### config.mk
export PLATFORM = sky130hd
export DESIGN_NAME = steady_drv
export DESIGN_NICKNAME = d
export VERILOG_FILES = /design/src/rtl/steady_pkg.sv /design/src/rtl/steady_cnt.sv /design/src/rtl/steady_drv.sv
export SDC_FILE = /design/constraint.sdc
export NUM_CORES = 1
export LEC_CHECK = 0
export ABC_AREA = 0
export ABC_CLOCK_PERIOD_IN_PS = 2000
export BUFFER_PORTS_ARGS = -buffer_cell sky130_fd_sc_hd__buf_2
export CORE_ASPECT_RATIO = 0.6
export CORE_UTILIZATION = 46
export DETAILED_ROUTE_END_ITERATION = 7
export GPL_TIMING_DRIVEN = 0
export PLACE_DENSITY = 0.71
export REMOVE_ABC_BUFFERS = 1
export SYNTH_ARGS = -nofsm -noshare
export SYNTH_HDL_FRONTEND = slang
export SYNTH_SLANG_ARGS = --single-unit
export TNS_END_PERCENT = 50
### constraint.sdc
create_clock -name clk -period 2 [get_ports clk]
set_input_delay 0.1 -clock clk [delete_from_list [all_inputs] [get_ports clk]]
set_output_delay 0.1 -clock clk [all_outputs]
set_load 0.01 [all_outputs]
### src/rtl/steady_pkg.sv
// Shared types and default parameters for the steady_drv producer.
package steady_pkg;

   typedef enum logic [1:0] {
      IDLE   = 2'd0,
      SETTLE = 2'd1,
      HOLD   = 2'd2,
      DONE   = 2'd3
   } state_t;

   localparam int unsigned DEF_DW     = 1;
   localparam int unsigned DEF_CW     = 8;
   localparam int unsigned DEF_SETTLE = 1;
   // Settle counter width; covers the full 1..15 settle range.
   localparam int unsigned SW         = 4;

endpackage

### src/rtl/steady_cnt.sv
// Loadable saturating down counter with zero/one flags.
module steady_cnt #(
   parameter int unsigned W = 8
) (
   input  logic         clk,
   input  logic         rst,
   input  logic         load,
   input  logic [W-1:0] load_val,
   input  logic         dec,
   output logic [W-1:0] cnt,
   output logic         is_one,
   output logic         is_zero
);

   always_ff @(posedge clk or posedge rst) begin
      if (rst)
         cnt <= '0;
      else if (load)
         cnt <= load_val;
      else if (dec && (cnt != '0))
         cnt <= cnt - W'(1);
   end

   assign is_zero = (cnt == '0);
   assign is_one  = (cnt == W'(1));

endmodule

### src/rtl/steady_drv.sv
// Producer of the foo/bar/bar_steady protocol: captures a value on foo and
// holds it on bar, flagging bar_steady only inside the programmed window.
module steady_drv
   import steady_pkg::*;
#(
   parameter int unsigned DW         = DEF_DW,
   parameter int unsigned CW         = DEF_CW,
   parameter int unsigned SETTLE_CYC = DEF_SETTLE
) (
   input  logic          clk,
   input  logic          rst,
   input  logic          foo,
   input  logic [DW-1:0] bar_val,
   input  logic [CW-1:0] hold_len,
   output logic [DW-1:0] bar,
   output logic          bar_steady,
   output logic          busy,
   output logic          done,
   output logic          ovr
);

   state_t        state;
   logic          accept;
   logic [SW-1:0] s_cnt;
   logic          s_one, s_zero;
   logic [CW-1:0] h_cnt, h_load_val;
   logic          h_one, h_zero;

   assign accept     = (state == IDLE) && foo;
   assign h_load_val = (hold_len == '0) ? CW'(1) : hold_len;

   steady_cnt #(.W(SW)) u_scnt (
      .clk      (clk),
      .rst      (rst),
      .load     (accept),
      .load_val (SW'(SETTLE_CYC - 1)),
      .dec      (state == SETTLE),
      .cnt      (s_cnt),
      .is_one   (s_one),
      .is_zero  (s_zero)
   );

   steady_cnt #(.W(CW)) u_hcnt (
      .clk      (clk),
      .rst      (rst),
      .load     (accept),
      .load_val (h_load_val),
      .dec      (state == HOLD),
      .cnt      (h_cnt),
      .is_one   (h_one),
      .is_zero  (h_zero)
   );

   logic unused_cnt_bits;
   assign unused_cnt_bits = &{1'b0, s_cnt, s_one, h_cnt, h_zero};

   always_ff @(posedge clk or posedge rst) begin
      if (rst) begin
         state      <= IDLE;
         bar        <= '0;
         bar_steady <= 1'b0;
         busy       <= 1'b0;
         done       <= 1'b0;
         ovr        <= 1'b0;
      end else begin
         done <= 1'b0;
         ovr  <= foo && (state != IDLE);
         case (state)
            IDLE: begin
               if (foo) begin
                  bar   <= bar_val;
                  busy  <= 1'b1;
                  state <= SETTLE;
               end
            end
            SETTLE: begin
               if (s_zero) begin
                  bar_steady <= 1'b1;
                  state      <= HOLD;
               end
            end
            HOLD: begin
               if (h_one) begin
                  bar_steady <= 1'b0;
                  done       <= 1'b1;
                  state      <= DONE;
               end
            end
            DONE: begin
               busy  <= 1'b0;
               state <= IDLE;
            end
            default: state <= IDLE;
         endcase
      end
   end

endmodule

==> results.txt <==
The length of routed wiring on met1 came out at around 1.1 mm. The type of the worst setup path is flop to flop. The via-per-instance ratio came out at around 5.2. By area the synthesized netlist is led by sky130_fd_sc_hd__dfrtp_1 (43%), sky130_fd_sc_hd__ha_1 (10%), sky130_fd_sc_hd__nand2_1 (4.7%), sky130_fd_sc_hd__inv_1 (4.0%), sky130_fd_sc_hd__nor2_1 (3.0%). The setup skew after layout came out at between 4 and 5 ps. The unique cell type count in the Yosys netlist is 37. The later-pin clock latency in the skew report came out at 260 ps. The leakage power figure came out at about 0.00059 uW. The floorplan step defined a die boundary enclosing about 2600 um^2. Summed over all layers, the global routing overflow is 0. The routed layout has 860 vias. The iteration-0 DRC count of the detailed router came out at 43. The nature of the critical path endpoint is a flop. The number of buffers added by the clock tree synthesis step came out at 3. The final hold violation count came out at 0.

The max-slew headroom at the worst pin is 0.513. The initial utilization of the core area, before any placement, comes to 0.499. 17 I/O pins were placed.

For this run, the number of Yosys warnings is 0. The count of nets left with antenna violations after detail routing came out at 0. The global-route wire length before repair came out at around 3.5 mm.

At the worst endpoint, the required time is 2150 ps. The post-route fraction of the period consumed by the critical path is 0.957. The most instantiated library cell after synthesis is sky130_fd_sc_hd__dfrtp_1. The post-DP HPWL is 1.55 mm. Counting flops with an async set or reset pin after synthesis yields a share of 1.00. Detailed routing placed a total of approximately 840 um of wire on met2.

The post-synthesis cell count came out at 117. The sequential share of the synthesized area came out at 0.427. Setup violations remaining at the end of the flow were counted as 0. Entering global routing, the biggest net connects 20 pins. The cell type with the highest aggregate area in the netlist is sky130_fd_sc_hd__dfrtp_1. The die boundary width came out at between 60 and 70 um. The repair_antennas step left the layout with diodes totalling 0.

The detailed-router iteration count before antenna repair came out at 4. The clock-pin transition on the worst setup and hold timing paths came out at ~70 ps. The routed wire length per instance came out at around 13 um. The peak fanout along the critical path came out at 5. The total count of max-transition violations in the final report is 0. The number of antenna violations at the first check in global routing was 0.

The max-capacitance violation count is 0. The weighted congestion at the end of routability-driven global placement is just over 0.8. The number of synthesized register bits came out at 19. Of the post-synthesis cell area, the dominant cell type holds 0.427. The standard-cell row count came out at 13. The slew at the pin closest to its max-slew limit came out at between 700 and 800 ps. For this run, the leading register cell type out of synthesis is sky130_fd_sc_hd__dfrtp_1. The count of placed standard cells in the final layout, fillers left out came out at roughly 170. The combined global-route utilization of all metal layers is 0.187. The run finished with clean final reports. Setup repair after global routing could not meet its margin everywhere. The number of buffers between clock root and the deepest sink is 2. The final-stage net count came out at between 150 and 200.

After detailed placement, the design holds a cell count of 161. Summed over all layers, the routed wires come to ~2.1 mm. The tree is rooted in a sky130_fd_sc_hd__clkbuf_8.

The area overhead of the layout relative to synthesis came out at 16.6%. The final critical path time including I/O delays and setup is between 1500 and 2000 ps. In the routed design, unresolved DRC markers number 0.

The fraction of final layout cells sized beyond drive strength 1 came out at 0.228. The clock tree from TritonCTS is done. The number of global-route vias before repair came out at about 770. The average cell area after synthesis is between 9 and 10 um^2. In the synthesized netlist, the cells that appear most often are sky130_fd_sc_hd__dfrtp_1 (19), sky130_fd_sc_hd__nand2_1 (14), sky130_fd_sc_hd__inv_1 (12), sky130_fd_sc_hd__ha_1 (9), sky130_fd_sc_hd__nor2_1 (9). The peak ir drop on the vdd network is around 0.60 mV. The H-tree depth is 1. The die is ~40 um tall. The core area came out at about 2200 um^2.

Summing all non-filler instances in the final layout gives an area of 1300 um^2. The post-placement cell area came out at 1220 um^2. The amount of wire on met3 after detailed routing came out at between 150 and 200 um. The arrival time at the worst endpoint is about 2100 ps. The maximum clock frequency came out at approximately 520 MHz. The synthesized netlist occupies a cell area of about 1100 um^2. The post-CTS setup buffer count came out at 0. The worst setup path is launched from a flop. The number of sinks on the clock net is 19. The total power per unit cell area is around 1500 nW/um^2. In this run the worst hold path is classified as input port to flop. The number of enable flip-flop cells after synthesis is 0. The highest layer touched by signal routing is met4.

Port buffering added 16 buffers.
## metal layers
layer | up-vias | global-route usage
li1 | 447 | -
met1 | 378 | 0.270
met2 | 33 | 0.294
met3 | 2 | 0.0597
met4 | 0 | 0
met5 | - | 0
## sequential cells by signal, summed over array words and instances, names as in the netlist
signal / count
bar: 1
bar_steady: 1
busy: 1
done: 1
ovr: 1
state: 2
u_hcnt.cnt: 8
u_scnt.cnt: 4
## worst paths after layout
check                      depth (start not counted)                         to  slack (ps)                 startpoint
min in group asynchronous                          3            bar$_DFFE_PP0P_         500                        rst
setup / recovery                                   6  u_hcnt.cnt[6]$_DFFE_PP0P_          90  u_hcnt.cnt[0]$_DFFE_PP0P_
max in group asynchronous                          3  u_hcnt.cnt[0]$_DFFE_PP0P_        1000                        rst
hold / removal                                     3            bar$_DFFE_PP0P_          40                    bar_val
hold reg to reg                                    2            bar$_DFFE_PP0P_         480            bar$_DFFE_PP0P_
setup reg to reg                                   6  u_hcnt.cnt[6]$_DFFE_PP0P_          90  u_hcnt.cnt[0]$_DFFE_PP0P_
## stage by stage
step / worst slack (ps) / hold WS [ps] / util / total power [uW] / setup TNS, ps
final: 86.9 / 39.2 / 0.582 / 1890 / 0
after global routing: -14.3 / 58.9 / 0.582 / 2080 / -14.4
after CTS: 74.6 / 36.5 / 0.575 / 1870 / 0
after detailed placement: 107 / 264 / 0.549 / 1580 / 0
after global placement: 149 / 259 / 0.549 / 1560 / 0
after floorplan: 269 / 51.1 / - / 1380 / 0
## cell usage in the layout, fill, tap and decap left out, types with 3 or more instances in the layout
| master | count |
|---|---|
| sky130_fd_sc_hd__a31oi_1 | 3 |
| sky130_fd_sc_hd__nand2_1 | 14 |
| sky130_fd_sc_hd__nor3_1 | 4 |
| sky130_fd_sc_hd__nor2_1 | 9 |
| sky130_fd_sc_hd__ha_1 | 7 |
| sky130_fd_sc_hd__clkbuf_8 | 3 |
| sky130_fd_sc_hd__o21ai_0 | 6 |
| sky130_fd_sc_hd__buf_2 | 16 |
| sky130_fd_sc_hd__inv_1 | 12 |
| sky130_fd_sc_hd__dfrtp_1 | 18 |
| sky130_fd_sc_hd__a21oi_1 | 6 |
| sky130_fd_sc_hd__a211oi_1 | 3 |
## timing repair
action | CTS | global route
hold endpoints to repair | 19 | 0
hold buffers | 1 | 0
resized for setup | 0 | 5
endpoints found under the setup margin | 0 | 3
## cell families (layout without fill, tap and decap cells)
logic type / after synthesis / in the layout / synth area share
XOR/XNOR: 3 / 3 / 0.0236
adder cells (fa/ha/maj): 9 / 9 / 0.101
AND/OR/NAND/NOR: 42 / 42 / 0.213
buffers and inverters: 14 / 33 / 0.0472
multiplexers: 2 / 2 / 0.0225
AO/OA/AOI/OAI: 28 / 28 / 0.165
flip-flops: 19 / 19 / 0.427
## cell type report
class	count	area, um^2
clock inverters	1	7.51
well taps	30	37.5
fillers	194	931
inverters	12	45.0
repair buffers	17	90.1
multi-input cells	84	599
clock buffers	3	41.3
flip-flops and latches	19	477
## critical path, cell delays in order, from the launching register on
cell and delay, ps:
sky130_fd_sc_hd__dfrtp_2 450, sky130_fd_sc_hd__inv_1 70, sky130_fd_sc_hd__ha_2 220, sky130_fd_sc_hd__or4bb_4 580, sky130_fd_sc_hd__o31ai_1 230, sky130_fd_sc_hd__o211ai_1 130, sky130_fd_sc_hd__o21a_1 120
## power breakdown
part	internal [uW]	switching, uW
Clock	140	130
Sequential	556	182
Combinational	415	472
No activity file was read; power rests on OpenSTA's default activity.
